===== config.mk =====
export PLATFORM = sky130hd
export DESIGN_NAME = ram_port_arbiter
export DESIGN_NICKNAME = d
export VERILOG_FILES = /design/src/rtl/ram_arb_pkg.sv /design/src/rtl/ram_arb_pick.sv /design/src/rtl/ram_port_arbiter.sv
export SDC_FILE = /design/constraint.sdc
export NUM_CORES = 1
export LEC_CHECK = 0
export ABC_AREA = 1
export BUFFER_PORTS_ARGS = -buffer_cell sky130_fd_sc_hd__buf_2
export CORE_MARGIN = 2
export CORE_UTILIZATION = 49
export DETAILED_ROUTE_END_ITERATION = 12
export MAX_ROUTING_LAYER = met4
export PLACE_DENSITY_LB_ADDON = 0.08
export SLEW_MARGIN = 30
export SYNTH_ARGS = -nofsm -noshare
export SYNTH_HDL_FRONTEND = slang
export SYNTH_SLANG_ARGS = --single-unit

===== constraint.sdc =====
create_clock -name clk -period 1.75 [get_ports clk]
set_input_delay 0.2625 -clock clk [delete_from_list [all_inputs] [get_ports clk]]
set_output_delay 0.2625 -clock clk [all_outputs]
set_load 0.005 [all_outputs]

===== src/rtl/ram_arb_pkg.sv =====
// Shared types and defaults for the RAM port arbiter.
// Build option: RAM_PORT_ARB_FIXED_PRIO_EN selects fixed priority (A wins) in ram_arb_pick.
package ram_arb_pkg;

    localparam int ADDR_W_DEF = 7;
    localparam int DATA_W_DEF = 32;

    typedef enum logic [1:0] {
        IDLE  = 2'd0,
        XFER  = 2'd1,
        RDCAP = 2'd2
    } state_t;

    typedef enum logic {
        OWN_A = 1'b0,
        OWN_B = 1'b1
    } owner_t;

endpackage


===== src/rtl/ram_arb_pick.sv =====
// Winner selection between the two requesters.
// Build option: RAM_PORT_ARB_FIXED_PRIO_EN -> port A always wins a tie and
// last_owner is ignored; otherwise ties go to the port not granted last.
import ram_arb_pkg::*;

module ram_arb_pick (
    input  logic   a_req,
    input  logic   b_req,
    input  owner_t last_owner,
    output owner_t winner
);

    // Single requests win outright; only a tie consults the policy.
    always_comb begin
        winner = OWN_A;
        if (a_req && b_req) begin
`ifdef RAM_PORT_ARB_FIXED_PRIO_EN
            winner = OWN_A;
`else
            winner = (last_owner == OWN_A) ? OWN_B : OWN_A;
`endif
        end else if (b_req) begin
            winner = OWN_B;
        end
    end

endmodule


===== src/rtl/ram_port_arbiter.sv =====
// Two-port sequencer for the shared single-port RAM: serialises A/B accesses,
// drives the RAM strobes and returns captured read data with a per-port valid.
// Build option: RAM_PORT_ARB_FIXED_PRIO_EN (see ram_arb_pick).
import ram_arb_pkg::*;

module ram_port_arbiter #(
    parameter int ADDR_W = ADDR_W_DEF,
    parameter int DATA_W = DATA_W_DEF
) (
    input  logic              clk,
    input  logic              rst,
    input  logic              a_req,
    input  logic              a_we,
    input  logic [ADDR_W-1:0] a_addr,
    input  logic [DATA_W-1:0] a_wdata,
    output logic              a_gnt,
    output logic              a_rvalid,
    input  logic              b_req,
    input  logic              b_we,
    input  logic [ADDR_W-1:0] b_addr,
    input  logic [DATA_W-1:0] b_wdata,
    output logic              b_gnt,
    output logic              b_rvalid,
    output logic [DATA_W-1:0] rdata,
    output logic              busy,
    output logic              ram_wr_en,
    output logic              ram_rd_en,
    output logic [ADDR_W-1:0] ram_addr,
    output logic [DATA_W-1:0] ram_wdata,
    input  logic [DATA_W-1:0] ram_rdata
);

    state_t            state;
    owner_t            owner;
    owner_t            last_owner;
    owner_t            winner;
    logic              op_we;
    logic              sel_we;
    logic [ADDR_W-1:0] sel_addr;
    logic [DATA_W-1:0] sel_wdata;

    ram_arb_pick u_pick (
        .a_req      (a_req),
        .b_req      (b_req),
        .last_owner (last_owner),
        .winner     (winner)
    );

    // Operand mux for whichever port the picker chose this cycle.
    always_comb begin
        sel_we    = a_we;
        sel_addr  = a_addr;
        sel_wdata = a_wdata;
        if (winner == OWN_B) begin
            sel_we    = b_we;
            sel_addr  = b_addr;
            sel_wdata = b_wdata;
        end
    end

    // Sequencer FSM. Every output is a register loaded one cycle ahead, so the
    // requester sees gnt and the RAM sees its strobe in the XFER cycle with no
    // combinational path from req. ram_addr/ram_wdata double as the operand
    // registers and simply hold the last accepted operands.
    always_ff @(posedge clk or negedge rst) begin
        if (!rst) begin
            state      <= IDLE;
            owner      <= OWN_A;
            last_owner <= OWN_B;
            op_we      <= 1'b0;
            a_gnt      <= 1'b0;
            b_gnt      <= 1'b0;
            a_rvalid   <= 1'b0;
            b_rvalid   <= 1'b0;
            rdata      <= '0;
            busy       <= 1'b0;
            ram_wr_en  <= 1'b0;
            ram_rd_en  <= 1'b0;
            ram_addr   <= '0;
            ram_wdata  <= '0;
        end else begin
            a_gnt     <= 1'b0;
            b_gnt     <= 1'b0;
            a_rvalid  <= 1'b0;
            b_rvalid  <= 1'b0;
            ram_wr_en <= 1'b0;
            ram_rd_en <= 1'b0;
            case (state)
                IDLE: begin
                    if (a_req || b_req) begin
                        owner      <= winner;
                        last_owner <= winner;
                        op_we      <= sel_we;
                        ram_addr   <= sel_addr;
                        ram_wdata  <= sel_wdata;
                        ram_wr_en  <= sel_we;
                        ram_rd_en  <= ~sel_we;
                        a_gnt      <= (winner == OWN_A);
                        b_gnt      <= (winner == OWN_B);
                        busy       <= 1'b1;
                        state      <= XFER;
                    end
                end
                XFER: begin
                    if (op_we) begin
                        busy  <= 1'b0;
                        state <= IDLE;
                    end else begin
                        state <= RDCAP;
                    end
                end
                RDCAP: begin
                    rdata    <= ram_rdata;
                    a_rvalid <= (owner == OWN_A);
                    b_rvalid <= (owner == OWN_B);
                    busy     <= 1'b0;
                    state    <= IDLE;
                end
                default: begin
                    busy  <= 1'b0;
                    state <= IDLE;
                end
            endcase
        end
    end

endmodule


==> flow_summary_export.csv, run 1 <==
group,metric,value,unit
clocking,clk_path_buf_depth,2,
timing,finClkSkew,0.005585,ns
global_routing,grt_pass1_vias,3413,
layout,fin_area,4951,µm²
synth,synthSimpleGateAreaFrac,0.3801,
clocking,ctsHoldBuffers,1,
setup_path,worstPathArrival,1.69,ns
setup_path,worstSetupEndpointType,"flop",
synth,synth_area,3752,µm²
power,peakVddDrop,0.0007904,V
place,place_inst,744,
global_routing,grt_max_degree,44,
die,num_rows,31,
synth,ys_types,21,
die,initial_core_util,0.5119,
die,dieArea,8374,µm²
clocking,cts_resized,0,
clocking,cts_sinks,83,
die,die_x,91.51,µm
setup_path,criticalPathCategory,"reg2reg",
layout,antenna_cells,0,
synth,synthArstFlopShare,1.000,
timing,finalSetupViolCount,0,
timing,finalWorstSetupSlack,0.3389,ns
setup_path,start_kind,"flop",
place,dp_hpwl,7.125,mm
clocking,cts_inserted_buffers,9,
detailed_routing,wire_per_inst,13.09,µm
place,io_buffers,193,
die,die_height,91.51,µm
layout,finish.utilization,0.6754,
detailed_routing,vias,3689,
timing,tightest_slew,0.4369,ns
place,placed_area,4761,µm²
place,routabilityCongestion,0.8136,
detailed_routing,wl,9.964,mm
global_routing,grt_antenna_before_repair,0,
synth,ys_seq_elements,83,
power,powerDensity,1613,nW/µm²
detailed_routing,drt-initial-drc-count,146,
global_routing,grt_pass1_wl,16.22,mm
synth,synth_cells,473,
flow_run,cap_violations,0,
synth,yosysSeqAreaShare,0.5539,
die,ios,194,
clocking,cts.reportedPaths.clkPinSlew,0.08,ns
synth,synth_compound_area_frac,0.009336,
timing,fmax,708.7,MHz
timing,final-hold-violation-count,0,
hold_path,hold_path_class,"in2reg",
detailed_routing,drtAntennaViolNets,0,
clocking,insertion_delay,0.34,ns
synth,postSynthAreaPerCell,7.933,µm²
global_routing,grt_overflow,0,
layout,area_growth,31.94,%
layout,fin_cells,761,
synth,synthAdderAreaFrac,0,
timing,hold_ws,0.1507,ns
timing,tns,0,ns
detailed_routing,vias_per_cell,4.848,
synth,synthMuxAreaShare,0,
layout,layout.nets,773,
synth,syn-num-nets,589,
synth,synth_flop_cell,"dfrtp_1",
clocking,cts_setup_buffers,0,
power,p_leak,3.005,nW
synth,synth_top_family_by_area,"simple AND/OR/NAND/NOR gates",
setup_path,worstPathMaxFanout,13,
power,power,7.986,mW
synth,yosysWarnings,0,
synth,synth_edf_count,0,
timing,slew_headroom,0.7087,
die,core_area,7331,µm²
timing,maxSlewViolCount,0,
timing,layout_min_cycle_time,1.411,ns
detailed_routing,post-route-drc-count,0,
run_status,outcome,"complete, no violations",
detailed_routing,first_pass_iters,5,
layout,drive_gt1_frac,0.3429,
global_routing,track_usage,0.2486,
clocking,cts_tree,"yes",
place,place_ws,0.3380,ns
clocking,cts_root_buf,"clkbuf_8",
timing,rsz0062_at_grt,"false",
setup_path,cp.required,2.02,ns
synth,synthXorXnorAreaFrac,0,
clocking,htreeDepth,3,
timing,fin_crit_sh,0.8063,
## area by class of cell
type,count,area [µm²]
inverters,7,28.78
multi-input cells,352,1461
fillers,648,2380
repair buffers,204,1079
clock buffers,12,155.1
clock inverters,4,25.02
well taps,99,123.9
flip-flops and latches,83,2078
## registers in the layout (all words and copies together), names as in the netlist
register    flops
b_gnt           1
ram_wr_en       1
rdata          32
a_gnt           1
state           2
a_rvalid        1
ram_rd_en       1
b_rvalid        1
ram_addr        7
busy            1
last_owner      1
owner           1
op_we           1
ram_wdata      32
## layer usage
metal	routed length (µm)	part of all wire	track usage
met5	0	0	-
met1	4382	0.44	0.3256
met3	662	0.066	0.04730
met4	110	0.011	0.08081
met2	4809	0.48	0.3928
## cell families after synthesis
logic type,count (synthesis)
AOI/OAI and AO/OA,5
buffers and inverters,38
DFF,83
and+or+nand+nor,347
## Yosys cell counts (2+ instances only)
cell type / instances / area, µm²
nand2_2: 2 / 12.51
buf_6: 4 / 45.04
inv_1: 5 / 18.77
buf_2: 12 / 60.06
buf_4: 6 / 45.04
nand3_1: 72 / 360.4
dfrtp_1: 82 / 2052
nor2_1: 3 / 11.26
clkbuf_1: 9 / 33.78
a21oi_2: 2 / 17.52
nand2_1: 266 / 998.5
## report_power, final
group	switching (mW)	total (mW)	internal (mW)
registers	0.480	3.33	2.85
clock network	0.642	1.23	0.589
logic	2.06	3.43	1.36
total	3.19	7.99	4.80
## cells in the final DEF (no fill, tap or decap)
cell type      instances
inv_2                  1
nor2_8                 1
dfrtp_1               82
dlygate4sd3_1          1
buf_2                192
nand2_1              266
clkbuf_8              11
clkinv_2               2
a21oi_2                2
nor2_1                 3
clkinvlp_4             2
a21oi_1                1
buf_4                  9
o21a_1                 1
dfstp_2                1
nand2_2                2
o21ai_0                1
inv_1                  5
nand3b_1               1
buf_12                 2
inv_4                  1
clkbuf_1               1
nor2_4                 1
nand3_1               72
nor3_1                 1
## final timing paths
path,from,end,slack [ns],cells past startpoint
max,last_owner,ram_wdata[27],0.34,7
min,ram_rdata[14],rdata[14],0.15,3
max reg2reg,last_owner,ram_wdata[27],0.34,7
min reg2reg,owner,a_rvalid,0.43,1
max in group asynchronous,rst,rdata[6],0.74,3
min in group asynchronous,rst,rdata[14],0.38,2
## worst max-delay path: stages (launching register included)
cell and delay, ns:
dfstp_2 0.54, nand2_1 0.07, nand2_2 0.25, buf_4 0.24
nand2_1 0.07, nand2_1 0.07, nand2_1 0.05, nand2_1 0.06
Power figures use the tool's default switching activity.
==> run 2: changes to the inputs <==
Settings changed: ABC_AREA 1 to 0, CORE_UTILIZATION 49 to 39.
Clock period 1.75 ns to 1.2 ns, I/O delays scaled along.
==> run 2 against run 1 <==
Effect of this change: the run now ends with setup timing left; synthesized cell count is 50% lower; total power up 51%; final cell count down 28%; clock skew is 0.0071 ns higher; clock power rose by 42%.
==> flow_summary_export.csv, run 2 <==
group,metric,value,unit
run_status,outcome,"finished, violations left",
run_status,violations,"setup timing",
synth,synthArstFlopShare,1.000,
clocking,clk_path_buf_depth,2,
detailed_routing,post-route-drc-count,0,
power,power.internal,8.109,mW
setup_path,path_delay_family,"flip-flops",
detailed_routing,wire_per_inst,15.58,µm
layout,area_growth,47.28,%
setup_path,cp_num_cells,4,
synth,synth_flop_cell,"dfrtp_1",
clocking,cts_tree,"yes",
setup_path,crit_path_end,"ram_wdata[20]",
detailed_routing,vias,2739,
timing,layout_min_cycle_time,1.392,ns
synth,yosys.area.top_type,"dfrtp_1",
synth,synthAdderAreaFrac,0,
layout,layout.nets,556,
setup_path,worstSetupEndpointType,"flop",
setup_path,reg2reg_depth,4,
setup_path,path_buf_inv,1,
place,io_buffers,193,
layout,top_regs,"ram_wdata (32), rdata (32), ram_addr (7)",
clocking,htreeDepth,3,
setup_path,rrSetupSlack,-0.19,ns
power,power,12.07,mW
synth,ys_seq_elements,83,
layout,final_common_cell,"buf_2",
global_routing,grt_pass1_wl,13.58,mm
synth,synthXorXnorAreaFrac,0,
timing,finalSetupViolCount,76,
detailed_routing,wl,8.553,mm
setup_path,slowest_stage,"dfstp_2",
global_routing,gr-max-usage-layer,"met2",
synth,postSynthAreaPerCell,14.27,µm²
place,place_ws,-0.1449,ns
setup_path,criticalPathCategory,"reg2reg",
global_routing,gr-usage-met1,0.2477,
clocking,cts.reportedPaths.clkPinSlew,0.09,ns
detailed_routing,drt-initial-drc-count,82,
timing,finClkSkew,0.01266,ns
place,dp_hpwl,6.135,mm
die,die_x,96.73,µm
layout,fill_cells,744,
layout,finish.utilization,0.5980,
clocking,cts_root_buf,"clkbuf_8",
power,combPwrFrac,0.450,
synth,syn-num-nets,351,
die,initial_core_util,0.4061,
synth,yosysTopAreaCellShare,0.6119,
power,p_switching,3.962,mW
power,p_seq_frac,0.405,
layout,drive_gt1_frac,0.5788,
timing,fmax,718.5,MHz
detailed_routing,vias_per_cell,4.989,
clocking,cts_sinks,83,
setup_path,start_kind,"flop",
power,peakVddDrop,0.0009778,V
detailed_routing,first_pass_iters,4,
global_routing,gr-usage-met3,0.04335,
synth,synth_area,3353,µm²
clocking,cts_inserted_buffers,9,
setup_path,r2r_end,"ram_wdata[20]",
timing,fin_crit_sh,1.160,
timing,maxSlewViolCount,0,
setup_path,r2r_start,"last_owner",
global_routing,track_usage,0.1846,
layout,antenna_cells,0,
die,ios,194,
synth,synth_cells,235,
global_routing,grt_overflow,0,
synth,synth_edf_count,0,
synth,yosysWarnings,0,
synth,synth_compound_area_frac,0.1295,
place,routabilityCongestion,0.7285,
power,p_clk_frac,0.145,
setup_path,worstPathMaxFanout,16,
synth,synthSimpleGateAreaFrac,0.09254,
power,powerDensity,2444,nW/µm²
global_routing,grt_use_met2,0.2842,
synth,yosysSeqAreaShare,0.6198,
setup_path,crit_start,"last_owner",
place,placed_area,4561,µm²
global_routing,grt_max_degree,84,
synth,ys_types,23,
synth,synthTopCellsByArea,"dfrtp_1 (61%), a221o_1 (12%), mux2_1 (11%)",
synth,netlist_top_cells_count,"dfrtp_1 (82), a221o_1 (39), and3_1 (39), mux2_1 (32), clkbuf_1 (7)",
global_routing,grt_pass1_vias,2740,
die,num_rows,33,
global_routing,grt_antenna_before_repair,0,
power,swShare,0.3283,
setup_path,critPathMaxStageDelay,0.56,ns
synth,synthMuxAreaShare,0.1134,
timing,slew_headroom,0.7147,
die,die_height,96.73,µm
timing,finalWorstSetupSlack,-0.1917,ns
setup_path,cp.required,1.42,ns
setup_path,worstPathArrival,1.62,ns
detailed_routing,drtAntennaViolNets,0,
clocking,insertion_delay,0.34,ns
die,dieArea,9356,µm²
synth,synth_top_family_by_area,"compound AO/OA/AOI/OAI gates",
timing,tns,-8.795,ns
layout,fin_area,4938,µm²
setup_path,path_cells,"a21boi_4, clkbuf_16, and3_1, a221o_1",
die,core_area,8258,µm²
hold_path,hold_path_class,"in2reg",
layout,mostFrequentLayoutCells,"buf_2 (192), dfrtp_1 (82), a221o_1 (39)",
timing,tightest_slew,0.4280,ns
timing,rsz0062_at_grt,"true",
timing,final-hold-violation-count,0,
synth,synth.most_common_cell,"dfrtp_1",
power,p_leak,2.584,nW
flow_run,cap_violations,0,
## run 2: worst min-delay path by stage
| stage | start | end | slack, ns | cells after the start |
|---|---|---|---|---|
| global route | ram_rdata[22] | rdata[22] | 0.03 | 2 |
| global placement | rst | rdata[15] | 0.25 | 2 |
| finish | ram_rdata[28] | rdata[28] | 0.04 | 2 |
| detailed placement | rst | rdata[15] | 0.25 | 2 |
| floorplan | rst | a_gnt | -0.12 | 0 |
| CTS | ram_rdata[22] | rdata[22] | 0.03 | 2 |
## run 2: kinds of logic after synthesis
group | after synthesis
muxes | 34
DFF | 83
AOI/OAI and AO/OA | 44
and+or+nand+nor | 49
buffers and inverters | 25
## run 2: per-stage QoR
stage	hold slack, ns	instances
after floorplan	-0.1156	235
after global placement	0.2463	529
after detailed placement	0.2469	529
after CTS	0.02974	546
after global routing	0.02553	549
final	0.04185	549
## run 2: power groups by stage
stage	Combinational [mW]	Sequential (mW)	Clock (mW)
after floorplan	2.73	5.03	0
after detailed placement	5.14	4.91	0
after global placement	5.01	4.89	0
after global routing	5.93	5.08	1.95
final	5.44	4.88	1.75
after CTS	5.20	4.89	1.81
## run 2: per-layer routing
| metal | vias to the layer above | wire length (µm) |
|---|---|---|
| met1 | 1294 | 3850 |
| met5 | - | 0 |
| met4 | 0 | 127 |
| li1 | 1305 | - |
| met2 | 131 | 4033 |
| met3 | 9 | 542 |
## run 2: layout make-up
type                            count  area (µm²)  share of cell area
Inverter                            4       15.01            0.003040
Tap cell                          105       131.4             0.02660
Multi-Input combinational cell    127        1259              0.2549
Clock buffer                       10       137.6             0.02787
Sequential cell                    83        2078              0.4208
Timing Repair Buffer              215        1287              0.2607
Clock inverter                      5       30.03            0.006081
## run 2: worst register-to-register path, cell delays in order, from the launching register on
cell and delay, ns:
dfstp_2 0.56, a21boi_4 0.10, clkbuf_16 0.19, and3_1 0.17, a221o_1 0.27
## run 2: repair_timing
action	in CTS	in global routing
hold buffers	1	0
resized for setup	6	21
setup endpoints to repair	77	76
setup buffers	1	1
pin swaps	1	8
gates cloned	0	2
endpoints found under the hold margin	82	0
